===== src/rtl/apb_i2c_pkg.sv =====
// Shared types and constants for the APB-to-I2C-bridge request arbiter.
package apb_i2c_pkg;

    typedef enum logic [2:0] {
        IDLE,
        CSETUP,
        CACCESS,
        DSETUP,
        DACCESS,
        RESP
    } state_t;

    localparam logic [31:0] CTRL_ADDR_DEF = 32'h0000_0000;
    localparam logic [31:0] DATA_ADDR_DEF = 32'hff00_0000;
    localparam logic [7:0]  CON1_DEFAULT  = 8'b1001_1111;

    // con1 field layout, msb first: {ff[1:0], R, D/A, cc[1:0], e, r}
    typedef struct packed {
        logic [1:0] ff;
        logic       r_dir;
        logic       da;
        logic [1:0] cc;
        logic       e;
        logic       r;
    } con1_t;

    typedef struct packed {
        logic [15:0] rsvd;
        logic        rw;
        logic [6:0]  addr;
        con1_t       con1;
    } ctrl_word_t;

    function automatic ctrl_word_t build_ctrl(input logic rw, input logic [6:0] addr,
                                              input logic [7:0] con1);
        ctrl_word_t w;
        w.rsvd = '0;
        w.rw   = rw;
        w.addr = addr;
        w.con1 = con1;
        return w;
    endfunction

endpackage


===== src/rtl/rr_arbiter.sv =====
// Round-robin picker: first set request at or after ptr wins, one-hot plus index out.
module rr_arbiter #(
    parameter int unsigned NREQ = 2,
    parameter int unsigned IW   = 1
) (
    input  logic [NREQ-1:0] req,
    input  logic [IW-1:0]   ptr,
    output logic [NREQ-1:0] gnt_c,
    output logic [IW-1:0]   idx_c
);

    always_comb begin
        int unsigned j;
        logic        found;
        gnt_c = '0;
        idx_c = '0;
        found = 1'b0;
        j     = 0;
        for (int unsigned k = 0; k < NREQ; k++) begin
            j = (32'(ptr) + k) % NREQ;
            if (!found && req[j]) begin
                gnt_c[j] = 1'b1;
                idx_c    = IW'(j);
                found    = 1'b1;
            end
        end
    end

endmodule


===== src/rtl/apb_i2c_arbiter.sv =====
// Arbitrates NREQ requesters onto one APB master driving an I2C bridge (control then data write/read).
// Optional PREADY watchdog enabled by defining APB_I2C_ARB_TIMEOUT_EN.
module apb_i2c_arbiter
    import apb_i2c_pkg::*;
#(
    parameter int unsigned NREQ        = 2,
    parameter logic [31:0] CTRL_ADDR   = CTRL_ADDR_DEF,
    parameter logic [31:0] DATA_ADDR   = DATA_ADDR_DEF,
    parameter logic [7:0]  CON1_DEF    = CON1_DEFAULT,
    parameter int unsigned TIMEOUT_CYC = 2048
) (
    input  logic               PCLK,
    input  logic               PRESETn,
    input  logic [NREQ-1:0]    req,
    input  logic [NREQ-1:0]    req_rw,
    input  logic [7*NREQ-1:0]  req_addr,
    input  logic [32*NREQ-1:0] req_wdata,
    output logic [NREQ-1:0]    gnt,
    output logic [NREQ-1:0]    done,
    output logic [31:0]        rdata,
    output logic               err,
    output logic               PSEL,
    output logic               PENABLE,
    output logic               PWrite,
    output logic [31:0]        PADDR,
    output logic [31:0]        PWDATA,
    input  logic [31:0]        PRDATA,
    input  logic               PREADY,
    input  logic               PSLVERR
);

    localparam int unsigned IW = (NREQ > 2) ? 2 : 1;

    state_t            state, state_d;
    logic [NREQ-1:0]   gnt_d, done_d, arb_gnt;
    logic [31:0]       rdata_d, paddr_d, pwdata_d, sel_wdata;
    logic              err_d, psel_d, penable_d, pwrite_d;
    logic [IW-1:0]     owner, owner_d, rr_ptr, rr_ptr_d, arb_idx, sel;
    logic              owner_rw, owner_rw_d, sel_rw, to_resp, tmo_c;
    logic [6:0]        sel_addr;

    rr_arbiter #(.NREQ(NREQ), .IW(IW)) u_rr (
        .req   (req),
        .ptr   (rr_ptr),
        .gnt_c (arb_gnt),
        .idx_c (arb_idx)
    );

    // In IDLE the winner is not yet registered, so sample through the arbiter index.
    assign sel = (state == IDLE) ? arb_idx : owner;

    always_comb begin
        sel_rw    = 1'b0;
        sel_addr  = '0;
        sel_wdata = '0;
        for (int i = 0; i < NREQ; i++) begin
            if (sel == IW'(i)) begin
                sel_rw    = req_rw[i];
                sel_addr  = req_addr[i*7 +: 7];
                sel_wdata = req_wdata[i*32 +: 32];
            end
        end
    end

`ifdef APB_I2C_ARB_TIMEOUT_EN
    localparam int unsigned TW = $clog2(TIMEOUT_CYC + 1);
    logic [TW-1:0] tmo_cnt;
    logic          access;

    assign access = (state == CACCESS) || (state == DACCESS);
    assign tmo_c  = access && !PREADY && (tmo_cnt == TW'(TIMEOUT_CYC - 1));

    always_ff @(posedge PCLK or negedge PRESETn) begin
        if (!PRESETn) begin
            tmo_cnt <= '0;
        end else if (access && !PREADY && !tmo_c) begin
            tmo_cnt <= tmo_cnt + TW'(1);
        end else begin
            tmo_cnt <= '0;
        end
    end
`else
    logic unused_tmo;
    assign tmo_c      = 1'b0;
    assign unused_tmo = (TIMEOUT_CYC == 0);
`endif

    always_ff @(posedge PCLK or negedge PRESETn) begin
        if (!PRESETn) begin
            state    <= IDLE;
            gnt      <= '0;
            done     <= '0;
            rdata    <= '0;
            err      <= 1'b0;
            PSEL     <= 1'b0;
            PENABLE  <= 1'b0;
            PWrite   <= 1'b0;
            PADDR    <= '0;
            PWDATA   <= '0;
            owner    <= '0;
            owner_rw <= 1'b0;
            rr_ptr   <= '0;
        end else begin
            state    <= state_d;
            gnt      <= gnt_d;
            done     <= done_d;
            rdata    <= rdata_d;
            err      <= err_d;
            PSEL     <= psel_d;
            PENABLE  <= penable_d;
            PWrite   <= pwrite_d;
            PADDR    <= paddr_d;
            PWDATA   <= pwdata_d;
            owner    <= owner_d;
            owner_rw <= owner_rw_d;
            rr_ptr   <= rr_ptr_d;
        end
    end

    // Next-state and next-output logic; outputs are registered to match the state they belong to.
    always_comb begin
        state_d    = state;
        gnt_d      = gnt;
        done_d     = '0;
        rdata_d    = rdata;
        err_d      = err;
        psel_d     = PSEL;
        penable_d  = PENABLE;
        pwrite_d   = PWrite;
        paddr_d    = PADDR;
        pwdata_d   = PWDATA;
        owner_d    = owner;
        owner_rw_d = owner_rw;
        rr_ptr_d   = rr_ptr;
        to_resp    = 1'b0;
        case (state)
            IDLE: begin
                if (|req) begin
                    state_d    = CSETUP;
                    gnt_d      = arb_gnt;
                    owner_d    = arb_idx;
                    owner_rw_d = sel_rw;
                    rr_ptr_d   = (32'(arb_idx) == NREQ - 1) ? '0 : arb_idx + IW'(1);
                    err_d      = 1'b0;
                    psel_d     = 1'b1;
                    penable_d  = 1'b0;
                    pwrite_d   = 1'b1;
                    paddr_d    = CTRL_ADDR;
                    pwdata_d   = 32'(build_ctrl(sel_rw, sel_addr, CON1_DEF));
                end
            end
            CSETUP: begin
                state_d   = CACCESS;
                penable_d = 1'b1;
            end
            CACCESS: begin
                if (PREADY) begin
                    if (PSLVERR) begin
                        err_d   = 1'b1;
                        to_resp = 1'b1;
                    end else begin
                        state_d   = DSETUP;
                        penable_d = 1'b0;
                        paddr_d   = DATA_ADDR;
                        pwrite_d  = !owner_rw;
                        pwdata_d  = owner_rw ? '0 : sel_wdata;
                    end
                end else if (tmo_c) begin
                    err_d   = 1'b1;
                    to_resp = 1'b1;
                end
            end
            DSETUP: begin
                state_d   = DACCESS;
                penable_d = 1'b1;
            end
            DACCESS: begin
                if (PREADY) begin
                    err_d   = PSLVERR;
                    to_resp = 1'b1;
                    if (owner_rw) begin
                        rdata_d = PRDATA;
                    end
                end else if (tmo_c) begin
                    err_d   = 1'b1;
                    to_resp = 1'b1;
                end
            end
            RESP:    state_d = IDLE;
            default: state_d = IDLE;
        endcase
        if (to_resp) begin
            state_d   = RESP;
            psel_d    = 1'b0;
            penable_d = 1'b0;
            gnt_d     = '0;
            done_d    = gnt;
        end
    end

endmodule

===== config.mk =====
export PLATFORM = sky130hd
export DESIGN_NAME = apb_i2c_arbiter
export DESIGN_NICKNAME = d
export VERILOG_FILES = /design/src/rtl/apb_i2c_pkg.sv /design/src/rtl/rr_arbiter.sv /design/src/rtl/apb_i2c_arbiter.sv
export SDC_FILE = /design/constraint.sdc
export NUM_CORES = 1
export LEC_CHECK = 0
export CAP_MARGIN = 20
export CORE_AREA = 3 3 116 96
export CTS_BUF_LIST = sky130_fd_sc_hd__clkbuf_8
export CTS_CLUSTER_DIAMETER = 200
export DETAILED_ROUTE_END_ITERATION = 8
export DIE_AREA = 0 0 119 99
export MAX_ROUTING_LAYER = met4
export PLACE_DENSITY = 0.82
export SLEW_MARGIN = 20
export SYNTH_ARGS = -nofsm -noshare
export SYNTH_HDL_FRONTEND = slang
export SYNTH_SLANG_ARGS = --single-unit

===== constraint.sdc =====
create_clock -name PCLK -period 1.9 [get_ports PCLK]
set_input_delay 0.19 -clock PCLK [delete_from_list [all_inputs] [get_ports PCLK]]
set_output_delay 0.19 -clock PCLK [all_outputs]
set_load 0.1 [all_outputs]

==> results.json <==
{
  "gp_congestion": 0.762,
  "r2r_cells": 5,
  "yosysSeqAreaShare": 0.495,
  "cts_setup_buffers": 0,
  "ys_async_sr_fraction": 1.00,
  "synth_fa_ha_area_frac": 0,
  "via_count": 3390,
  "initial_core_util": 0.395,
  "worst_pin_slew_ns": 0.589,
  "synth_top_family_by_area": "multiplexers",
  "fin_util": 0.604,
  "htreeDepth": 3,
  "wl_per_cell_um": 15.3,
  "synth_mux_area_frac": 0.166,
  "final_cell_mix": "116 x clkdlybuf4s50_1, 100 x buf_4, 79 x dfrtp_1",
  "maxSlewViolCount": 0,
  "drtPass1Iterations": 6,
  "cts_tree": "done",
  "synth.area.top_cells": "dfrtp_1 50%, mux2_2 10%, buf_4 6.2%, mux2i_1 5.0%, nand2_1 4.7%",
  "fin_nets": 680,
  "yosysTopAreaCell": "dfrtp_1",
  "nFillCells": 862,
  "fp.coreArea_um2": 10100,
  "worst-endpoint-arrival_ns": 2.03,
  "drc": 0,
  "worst-path-max-fanout": 36,
  "layout_commonest_cell": "clkdlybuf4s50_1",
  "synth_compound_area_frac": 0.113,
  "synth_edf_count": 0,
  "grt_pass1_wl_mm": 17.5,
  "hold_viol": 0,
  "syn_area_per_cell_um2": 11.2,
  "hp-class": "in -> async",
  "skew_ns": 0.00850,
  "die_h_um": 99,
  "max-cap-violations": 0,
  "io-pin-count": 222,
  "io_buffers": 197,
  "dp_hpwl_mm": 8.42,
  "end_kind": "flip-flop",
  "dieArea_um2": 11800,
  "cts_made_buffers": 9,
  "setup_violations": 0,
  "syn2layout_area_growth_pct": 53.1,
  "crit_type": "reg -> reg",
  "cp.required_ns": 2.15,
  "clk_pin_slew_worst_paths_ns": 0.08,
  "drt-total-wl_mm": 10.8,
  "cts_sinks": 79,
  "rsz0062_at_grt": "no",
  "status": "completed",
  "fin_crit_ns": 1.78,
  "grt_max_degree": 47,
  "fin_cells": 707,
  "drt_iter0_markers": 106,
  "die_w_um": 119,
  "grt.total_usage": 0.189,
  "yosys_warnings": 0,
  "critPathSlowestCell": "dfrtp_1",
  "grt_overflow_total": 0,
  "ys_ff_latch": 79,
  "clkLatencyLatePin_ns": 0.34,
  "insertedDiodeCount": 0,
  "finalSetupTns_ns": 0,
  "slowest_delay_ns": 0.41,
  "std_cell_rows": 33,
  "syn_inst": 356,
  "fmax_mhz": 561,
  "slew-limit-headroom": 0.607,
  "drive_above_1_share": 0.302,
  "antenna_found_initial": 0,
  "cts_buffer_depth": 2,
  "place_inst": 690,
  "finalCritPeriodShare": 0.938,
  "yosys.area_share.xor_xnor": 0,
  "syn-cell-area_um2": 3990,
  "crit_chain": "o31a_1 -> a31oi_4 -> buf_12 -> mux2_2 -> a41oi_2",
  "vias_per_cell": 4.79,
  "critPathLaunchType": "flip-flop",
  "yosys.cell_types.count": 40,
  "synth_ff_type": "dfrtp_1",
  "cts_root_buf": "clkbuf_8",
  "synth_top_area_frac": 0.495,
  "grt_pass1_vias": 3595,
  "antenna_left": 0,
  "synth-simple-area-share": 0.130
}
## synth_stat cells, types with 7 or more instances
master / count
buf_2: 7
mux2i_1: 20
mux2_2: 36
nand2_1: 50
a41oi_2: 8
nand3b_1: 8
o21ai_0: 15
o21ai_1: 13
dfrtp_1: 79
buf_4: 33
nor2_1: 22
## cells by family after synthesis
kind of cell,after synthesis
multiplexers,61
flip-flops,79
buffers and inverters,53
AND/OR/NAND/NOR,102
other,1
AO/OA/AOI/OAI,60
## metal layers
layer | track usage | vias up | routed length (um)
met5 | - | - | 0
met4 | 0.0606 | 0 | 153
met3 | 0.0476 | 13 | 712
met2 | 0.329 | 140 | 5610
met1 | 0.216 | 1639 | 4310
li1 | - | 1598 | -
## repair_timing
| action | CTS | global route |
|---|---|---|
| hold buffers | 1 | 0 |
| hold endpoints to repair | 33 | 0 |
| setup endpoints to repair | 0 | 1 |
| gates resized for setup | 0 | 1 |
## worst paths after layout
| path | from | to | slack, ns |
|---|---|---|---|
| max in group asynchronous | PRESETn | err | 0.94 |
| min | PRESETn | rdata[8] | 0.33 |
| max | state[1] | PWDATA[8] | 0.12 |
| min in group PCLK | req_wdata[1] | PWDATA[1] | 0.44 |
| max reg2reg | state[1] | PWDATA[8] | 0.12 |
| min reg2reg | rdata[19] | rdata[19] | 0.49 |
## layout make-up
| class | count | area [um^2] | area share |
|---|---|---|---|
| Clock buffer | 10 | 138 | 0.0225 |
| Timing Repair Buffer | 222 | 2020 | 0.331 |
| Inverter | 3 | 11.3 | 0.00184 |
| Clock inverter | 6 | 61.3 | 0.0100 |
| Multi-Input combinational cell | 247 | 1730 | 0.283 |
| Sequential cell | 79 | 1980 | 0.324 |
| Tap cell | 140 | 175 | 0.0287 |
## sequential cells by signal (all words and copies together), names as in the netlist
name,cells
PADDR,1
PENABLE,1
PSEL,1
PWDATA,32
PWrite,1
done,2
err,1
gnt,2
owner,1
owner_rw,1
rdata,32
rr_ptr,1
state,3
## through the flow
stage | instance area (um^2) | worst slack (ns) | hold slack (ns)
2_1_floorplan | 4080 | 0.118 | -0.106
3_3_place_gp | 5900 | 0.0888 | 0.164
3_5_place_dp | 5900 | 0.00903 | 0.171
4_1_cts | 6110 | 0.101 | 0.323
5_1_grt | 6110 | 0.00780 | 0.351
6_report | 6110 | 0.118 | 0.333
## worst max-delay path, delay by kind of cell (launching register included)
kind / cells / cell delay (ns)
DFF: 1 / 0.41
muxes: 1 / 0.37
buffers and inverters: 1 / 0.24
AOI/OAI and AO/OA: 3 / 0.67
Power is not shown: default switching activity piles up to over one toggle a cycle in this logic, so the estimate is an artifact.
